[src/rtl/ip_sound_pkg.sv]
// Shared widths, limits and FSM encoding for the sound mixer slice.
// Also holds the 17-bit level saturation helper.
package ip_sound_pkg;

  localparam int unsigned SAMPLE_W  = 16;
  localparam int unsigned VOL_W     = 4;
  localparam int unsigned PROD_W    = SAMPLE_W + VOL_W;
  localparam int unsigned ACC_W     = 22;
  localparam int unsigned SHIFT_W   = 20;
  localparam int unsigned LEVEL_W   = 17;
  localparam int unsigned PWM_CNT_W = 16;

  localparam int LEVEL_MAX = 65535;
  localparam int LEVEL_MIN = -65536;

  typedef enum logic [1:0] {
    ST_IDLE = 2'd0,
    ST_ACC  = 2'd1,
    ST_DONE = 2'd2
  } mix_state_t;

  function automatic logic signed [LEVEL_W-1:0] sat_level(input logic signed [SHIFT_W-1:0] v);
    if (int'(v) > LEVEL_MAX) begin
      return LEVEL_W'(LEVEL_MAX);
    end else if (int'(v) < LEVEL_MIN) begin
      return LEVEL_W'(LEVEL_MIN);
    end else begin
      return LEVEL_W'(v);
    end
  endfunction

endpackage

[src/rtl/ip_sound_mixer_pwm_enable_gen.sv]
// Free-running divider producing the periodic PWM enable strobe.
// The strobe is registered so it reads 0 while reset is held.
module ip_pwm_enable_gen
  import ip_sound_pkg::*;
#(
  parameter int unsigned PWM_DIV = 1
) (
  input  logic clk,
  input  logic n_reset,
  output logic pwm_enable
);

  localparam logic [PWM_CNT_W-1:0] CNT_LAST = PWM_CNT_W'(PWM_DIV - 1);

  logic [PWM_CNT_W-1:0] cnt_q, cnt_d;
  logic                 en_q, en_d;

  always_comb begin
    cnt_d = (cnt_q == CNT_LAST) ? '0 : cnt_q + PWM_CNT_W'(1);
    en_d  = (cnt_d == CNT_LAST);
  end

  always_ff @(posedge clk or negedge n_reset) begin
    if (!n_reset) begin
      cnt_q <= '0;
      en_q  <= 1'b0;
    end else begin
      cnt_q <= cnt_d;
      en_q  <= en_d;
    end
  end

  assign pwm_enable = en_q;

endmodule

[src/rtl/ip_sound_mixer.sv]
// Four-channel volume mixer: one MAC per clock after a sample tick,
// then arithmetic shift, saturation to 17 bits and optional mute.
module ip_sound_mixer
  import ip_sound_pkg::*;
#(
  parameter int unsigned PWM_DIV = 1,
  parameter int unsigned NUM_CH  = 4
) (
  input  logic                       clk,
  input  logic                       n_reset,
  input  logic                       sample_tick,
  input  logic signed [SAMPLE_W-1:0] ch0_in,
  input  logic signed [SAMPLE_W-1:0] ch1_in,
  input  logic signed [SAMPLE_W-1:0] ch2_in,
  input  logic signed [SAMPLE_W-1:0] ch3_in,
  input  logic        [VOL_W-1:0]    ch0_vol,
  input  logic        [VOL_W-1:0]    ch1_vol,
  input  logic        [VOL_W-1:0]    ch2_vol,
  input  logic        [VOL_W-1:0]    ch3_vol,
  input  logic                       mute,
  output logic signed [LEVEL_W-1:0]  signal_level,
  output logic                       level_valid,
  output logic                       overrun,
  output logic                       pwm_enable
);

  logic signed [SAMPLE_W-1:0] ch_in  [NUM_CH];
  logic        [VOL_W-1:0]    ch_vol [NUM_CH];

  assign ch_in[0]  = ch0_in;
  assign ch_in[1]  = ch1_in;
  assign ch_in[2]  = ch2_in;
  assign ch_in[3]  = ch3_in;
  assign ch_vol[0] = ch0_vol;
  assign ch_vol[1] = ch1_vol;
  assign ch_vol[2] = ch2_vol;
  assign ch_vol[3] = ch3_vol;

  mix_state_t                 state_q, state_d;
  logic signed [ACC_W-1:0]    acc_q, acc_d;
  logic        [1:0]          idx_q, idx_d;
  logic signed [SAMPLE_W-1:0] samp_q [NUM_CH];
  logic signed [SAMPLE_W-1:0] samp_d [NUM_CH];
  logic        [VOL_W-1:0]    vol_q  [NUM_CH];
  logic        [VOL_W-1:0]    vol_d  [NUM_CH];
  logic signed [LEVEL_W-1:0]  level_q, level_d;
  logic                       valid_q, valid_d;
  logic                       ovr_q, ovr_d;

  logic signed [PROD_W-1:0]   prod;
  logic signed [SHIFT_W-1:0]  shifted;

  always_comb begin
    // Volume is zero-extended to 5 bits so 15 stays positive in the signed product.
    prod    = PROD_W'(samp_q[idx_q]) * PROD_W'($signed({1'b0, vol_q[idx_q]}));
    shifted = SHIFT_W'(acc_q >>> 2);

    state_d = state_q;
    acc_d   = acc_q;
    idx_d   = idx_q;
    samp_d  = samp_q;
    vol_d   = vol_q;
    level_d = level_q;
    valid_d = 1'b0;
    ovr_d   = 1'b0;

    unique case (state_q)
      ST_IDLE: begin
        if (sample_tick) begin
          for (int unsigned i = 0; i < NUM_CH; i++) begin
            samp_d[i] = ch_in[i];
            vol_d[i]  = ch_vol[i];
          end
          acc_d   = '0;
          idx_d   = '0;
          state_d = ST_ACC;
        end
      end
      ST_ACC: begin
        acc_d = acc_q + ACC_W'(prod);
        idx_d = idx_q + 2'd1;
        ovr_d = sample_tick;
        if (idx_q == 2'd3) begin
          state_d = ST_DONE;
        end
      end
      ST_DONE: begin
        level_d = mute ? '0 : sat_level(shifted);
        valid_d = 1'b1;
        ovr_d   = sample_tick;
        state_d = ST_IDLE;
      end
      default: begin
        state_d = ST_IDLE;
      end
    endcase
  end

  always_ff @(posedge clk or negedge n_reset) begin
    if (!n_reset) begin
      state_q <= ST_IDLE;
      acc_q   <= '0;
      idx_q   <= '0;
      level_q <= '0;
      valid_q <= 1'b0;
      ovr_q   <= 1'b0;
      for (int unsigned i = 0; i < NUM_CH; i++) begin
        samp_q[i] <= '0;
        vol_q[i]  <= '0;
      end
    end else begin
      state_q <= state_d;
      acc_q   <= acc_d;
      idx_q   <= idx_d;
      level_q <= level_d;
      valid_q <= valid_d;
      ovr_q   <= ovr_d;
      samp_q  <= samp_d;
      vol_q   <= vol_d;
    end
  end

  assign signal_level = level_q;
  assign level_valid  = valid_q;
  assign overrun      = ovr_q;

  ip_pwm_enable_gen #(
    .PWM_DIV(PWM_DIV)
  ) u_pwm_enable_gen (
    .clk       (clk),
    .n_reset   (n_reset),
    .pwm_enable(pwm_enable)
  );

endmodule

[config.mk]
export PLATFORM = sky130hd
export DESIGN_NAME = ip_sound_mixer
export DESIGN_NICKNAME = d
export VERILOG_FILES = /design/src/rtl/ip_sound_pkg.sv /design/src/rtl/ip_sound_mixer_pwm_enable_gen.sv /design/src/rtl/ip_sound_mixer.sv
export SDC_FILE = /design/constraint.sdc
export NUM_CORES = 1
export LEC_CHECK = 0
export BUFFER_PORTS_ARGS = -buffer_cell sky130_fd_sc_hd__buf_2
export CAP_MARGIN = 20
export CORE_MARGIN = 4
export CORE_UTILIZATION = 45
export DETAILED_ROUTE_END_ITERATION = 6
export MAX_ROUTING_LAYER = met4
export PLACE_DENSITY_LB_ADDON = 0.12
export SYNTH_ARGS = -nofsm -noshare
export SYNTH_HDL_FRONTEND = slang
export SYNTH_SLANG_ARGS = --single-unit
[constraint.sdc]
create_clock -name clk -period 5.95 [get_ports clk]
set_input_delay 0.2975 -clock clk [delete_from_list [all_inputs] [get_ports clk]]
set_output_delay 0.2975 -clock clk [all_outputs]
set_load 0.1 [all_outputs]
# Word level (Yosys, flattened, before mapping)
# Index checks and enable logic that the tools add are counted.
# classes
mux,19
order_cmp,3
bitwise_logic,1
reduce_logical,8
n_addsub,3
n_eq_ne,5
mul,1
# op_table
cell,n
$mux 17,3
$mux 16,3
$pmux 22 s2,1
$bmux 16 s2,1
$logic_not 16->1,2
$add 22x20->22,1
$mux 22,1
$gt 20x17->1 const B,1
$lt 20x17->1 const B,1
$mul 16x5->20,1
$add 16x1->16 const B,1
$bmux 4 s2,1
$mux 4,2
$pmux 2 s2,2
$mux 2,3
$reduce_and 2->1,3
$eq 2x2->1 const B,2
$ne 2x2->1 const B,2
$ge 3x3->1 const B,1
$not 2->3,1
$add 2x1->2 const B,1
$eq 2x1->1 const B,1
$logic_not 2->1,1
$mux 1,2
2 further kinds,2
# totals
register_bits,142
in_bits,84
output_inout_bits,20
word_cells,56

# Depth between registers and ports, before layout
# logic_depth
word_depth,7
depth_mapped,28
ltp_nobuf,25

# Modules after synthesis
# From an unflattened synthesis, not the netlist that was laid out.
# hier_totals
hier_cells,861
hier_area_um2,9306.4
# by_module_without_submodules
module,area_each_um2,n_inst,cells_each,seq_area_each_um2
ip_sound_mixer,8373.0,1,769,3128.0
ip_pwm_enable_gen,933.4,1,92,425.4

# Least setup slack after synthesis
# OpenSTA, ideal clock, no wires.
# synth_path
path_type,register to register
start,register idx_q[0]
end,register acc_q[21]
setup_time_ns,0.121
slack_ns,-0.584
synth_period_minus_slack_ns,6.534
arrival_time_ns,6.413
required_ns,5.829
stages_incl_launch_ff,28
path_cell_list,dfrtp_1 -> buf_2 -> buf_2 -> mux4_2 -> and2_1 -> ha_1 -> inv_1 -> fa_1 -> fa_1 -> inv_1 -> ha_1 -> a21o_1 -> a21oi_1 -> nor2_1 -> o21a_1 -> o41ai_2 -> o21ai_1 -> nor2_1 -> xnor2_1 -> ha_1 -> clkbuf_1 -> a21o_1 -> a21oi_1 -> o21a_1 -> nand3_1 -> a211oi_1 -> xnor3_1 -> a22o_1
# synth_between
elab_chain_len,7
elab_cells_between_ends,10
classes_between,add/sub: 1; mul: 1; mux: 7; bitwise: 1
# synth_lines
element,line,source
start: declaration,ip_sound_mixer.sv:41,"logic [1:0] idx_q, idx_d;"
start signal: assignment,ip_sound_mixer.sv:114,idx_q <= idx_d;
$not 2->3 (implied by the code) *,ip_sound_mixer.sv:55,"prod = PROD_W'(samp_q[idx_q]) * PROD_W'($signed({1'b0, vol_q[idx_q]}));"
$bmux 16 s2 / $bmux 4 s2 (equally long branches),ip_sound_mixer.sv:55,
$mux 16 (implied by the code) / $mux 4 (equally long branches) (2 in series),ip_sound_mixer.sv:55,
$mul 16x5->20 *,ip_sound_mixer.sv:55,
$add 22x20->22 *,ip_sound_mixer.sv:80,acc_d = acc_q + ACC_W'(prod);
$pmux 22 s2 *,ip_sound_mixer.sv:67,unique case (state_q)
end signal: assignment,ip_sound_mixer.sv:102,acc_q <= '0;
end signal: assignment,ip_sound_mixer.sv:113,acc_q <= acc_d;
end: declaration,ip_sound_mixer.sv:40,"logic signed [ACC_W-1:0] acc_q, acc_d;"
# Mark *: on every way between the ends. The rest lies on a longest branch, timed or not. The select of a mux whose other input is x is not followed.
# A chain may end at the register's enable or synchronous reset.

# Worst setup path after layout
# Ends and elaborated chain as after synthesis.

==> reports/metrics.yaml <==
outcome:
  status: "completed"
critical_path:
  crit_path_end_kind: "flip-flop"
  r2r-start: "idx_q[0]$_DFFE_PN0P_"
  r2r_cells: 24
  crit_type: "flip-flop to flip-flop"
  cp-startpoint: "idx_q[0]$_DFFE_PN0P_"
  crit_required_ns: 6.27
  cp.arrival_ns: 6.21
  cp_max_fo: 11
  startpoint_type: "flip-flop"
route:
  wl_per_cell_um: 16.2
  drt_iter0_markers: 227
  finalWirelength_um: 21500
  antenna_left: 0
  drc: 0
  dr.pass1.iters: 4
  vias_per_cell: 5.16
  via_count: 6832
global_route:
  grt_pass1_wl_um: 35100
  antenna_found_initial: 1
  grt_pass1_vias: 7079
  overflow: 0
  groute.usage.overall: 0.189
  grt_max_degree: 93
floorplanning:
  die_w_um: 152
  fp.dieH_um: 152
  dieArea_mm2: 0.0231
  initial_core_util: 0.459
  pin_count: 104
  num_rows: 52
  core-area_mm2: 0.0203
clock_tree:
  cts_max_level: 4
  insertion_delay_ns: 0.43
  root_buffer: "clkbuf_16"
  cts_made_buffers: 17
  clk_path_buf_depth: 2
  clk_pin_slew_ns: 0.08
  cts_sinks: 142
  cts_tree: "yes"
final_layout:
  instances_no_fill: 1325
  drive_gt1_frac: 0.343
  nNetsFinal: 1224
  nFillCells: 1805
  area_growth_pct: 24.5
  final_util: 0.571
run:
  maxCapViolCount: 0
sta:
  slew_headroom: 0.286
  finalCriticalPeriod_ns: 5.90
  rsz0062_at_grt: "yes"
  fmax_mhz: 170
  fin_ws_ns: 0.0540
  drv_slew: 0
  timing.final.hold_violations: 0
  hold_slack_ns: 0.0883
  tightest_slew_ns: 1.07
  fin_crit_sh: 0.991
  setup_viol_count_final: 0
  fin_skew_ns: 0.0144
placed_design:
  gp_congestion: 0.849
  post-place-cells: 1281
  dp_hpwl_um: 15900
  place_ws_ns: -0.117
  portBuffers: 103
hold_path:
  min-delay-start: "ch1_in[2]"
  hold_path_class: "primary input to flip-flop"
  hold_depth: 2
synthesis:
  synthFlopType: "dfrtp_1"
  yosys_register_bits: 142
  ys_types: 51
  avgSynthCellArea_um2: 10.7
  netlist_area_mm2: 0.00931
  async_reset_ff_frac: 1.00
  syn_nets: 1053
  synth_top_area_share: 0.382
  synth_top_cell_by_area: "dfrtp_1"
  synth_edf_count: 0
  synthCells: 870
  ys_warn_count: 0
  synthTopCellsByArea: "dfrtp_1 (38%), mux2_2 (9.7%), ha_1 (8.9%), fa_1 (7.1%), mux4_2 (4.8%)"
  seq_area_frac_synth: 0.382
==> layout make-up <==
cell class,count,area [um2],share of cell area
Antenna cell,1,2.50,0.000216
Tap cell,270,338,0.0291
Inverter,96,360,0.0311
Timing Repair Buffer,177,1150,0.0989
Sequential cell,142,3550,0.307
Clock inverter,15,181,0.0156
Clock buffer,17,425,0.0367
Multi-Input combinational cell,607,5590,0.482
==> worst max-delay path, cell delays in order (launching register included) <==
cell	delay, ns
dfrtp_2	0.37
buf_12	0.16
buf_4	0.12
mux4_2	0.53
and2_1	0.19
ha_1	0.27
ha_1	0.29
fa_1	0.50
fa_2	0.41
a21o_1	0.20
a21oi_2	0.14
nor2_1	0.06
o21a_1	0.23
o41ai_4	0.30
o21ai_2	0.12
o41ai_2	0.25
xnor2_1	0.18
ha_1	0.27
nand2_1	0.15
nor3_4	0.07
o211ai_1	0.12
nand3_2	0.14
a211oi_2	0.22
xnor3_1	0.26
a22o_1	0.23
==> cells by family (layout without fill, tap and decap cells) <==
logic type,after synthesis,count (layout),synth area share
buffers and inverters,122,305,0.0497
muxes,100,101,0.145
xor gates and xnor gates,47,47,0.0473
other,0,1,0
AOI/OAI and AO/OA,135,135,0.0950
DFF,142,142,0.382
adders and majority gates,99,99,0.160
and+or+nand+nor,225,225,0.121
==> cell usage after synthesis, drive strengths merged (2+ instances only) <==
library cell	number
a211oi	9
a21boi	2
a21o	17
a21oi	28
a22o	6
a31oi	5
and2	52
and3	6
buf	8
clkbuf	18
dfrtp	142
fa	33
ha	66
inv	96
mux2	80
mux4	20
nand2	55
nand2b	4
nand3	13
nand3b	3
nand4	9
nor2	55
nor2b	2
nor3	10
nor3b	3
nor4	5
nor4b	2
o211ai	3
o21a	5
o21ai	30
o21bai	3
o22ai	17
o41ai	4
or3	4
xnor2	30
xor2	16
==> sequential cells by signal, summed over array words and instances (netlist names), 2 cells and up <==
register,cells
acc_q,22
idx_q,2
samp_q,64
signal_level,17
state_q,2
u_pwm_enable_gen.cnt_q,16
vol_q,16
==> cells in the final DEF, fill, tap and decap left out, drive strengths merged, types with 33 or more instances in the layout <==
| cell type | n |
|---|---|
| buf | 175 |
| dfrtp | 142 |
| inv | 105 |
| mux2 | 80 |
| ha | 66 |
| nand2 | 55 |
| nor2 | 55 |
| and2 | 52 |
| fa | 33 |
==> metrics by stage <==
stage                     setup TNS [ns]  area [um2]
after global routing              -0.818       11600
final                                  0       11600
after CTS                              0       11400
after floorplan                  -0.0157        9460
after global placement          -0.00489       10700
after detailed placement          -0.129       10700
==> metal layers <==
metal / GRT usage / wire, um
met1: 0.263 / 10500
met2: 0.291 / 10100
met3: 0.0341 / 703
met4: 0.0428 / 191
met5: - / 0
==> final timing paths <==
| path | endpoint | slack, ns |
|---|---|---|
| worst max register to register | acc_q[21]$_DFFE_PN0P_ | 0.05 |
| worst max-delay path | acc_q[21]$_DFFE_PN0P_ | 0.05 |
| worst min-delay path | samp_q[34]$_DFFE_PN0P_ | 0.09 |
| max in group asynchronous | idx_q[0]$_DFFE_PN0P_ | 4.20 |
| min in group asynchronous | signal_level[8]$_DFFE_PN0P_ | 0.50 |
| worst min register to register | u_pwm_enable_gen.cnt_q[15]$_DFF_PN0_ | 0.50 |
==> timing repair <==
item                                   CTS  global route
setup endpoints to repair                2             8
endpoints found under the hold margin   71             0
cloned                                   0             2
pin swaps                                4            11
hold buffers                             1             0
buffers inserted                         2             4
gates resized for setup                  9            21
Power is left out: the tool's default activity adds up to more than one toggle a clock period on the data nets, which glitch-free logic cannot reach.
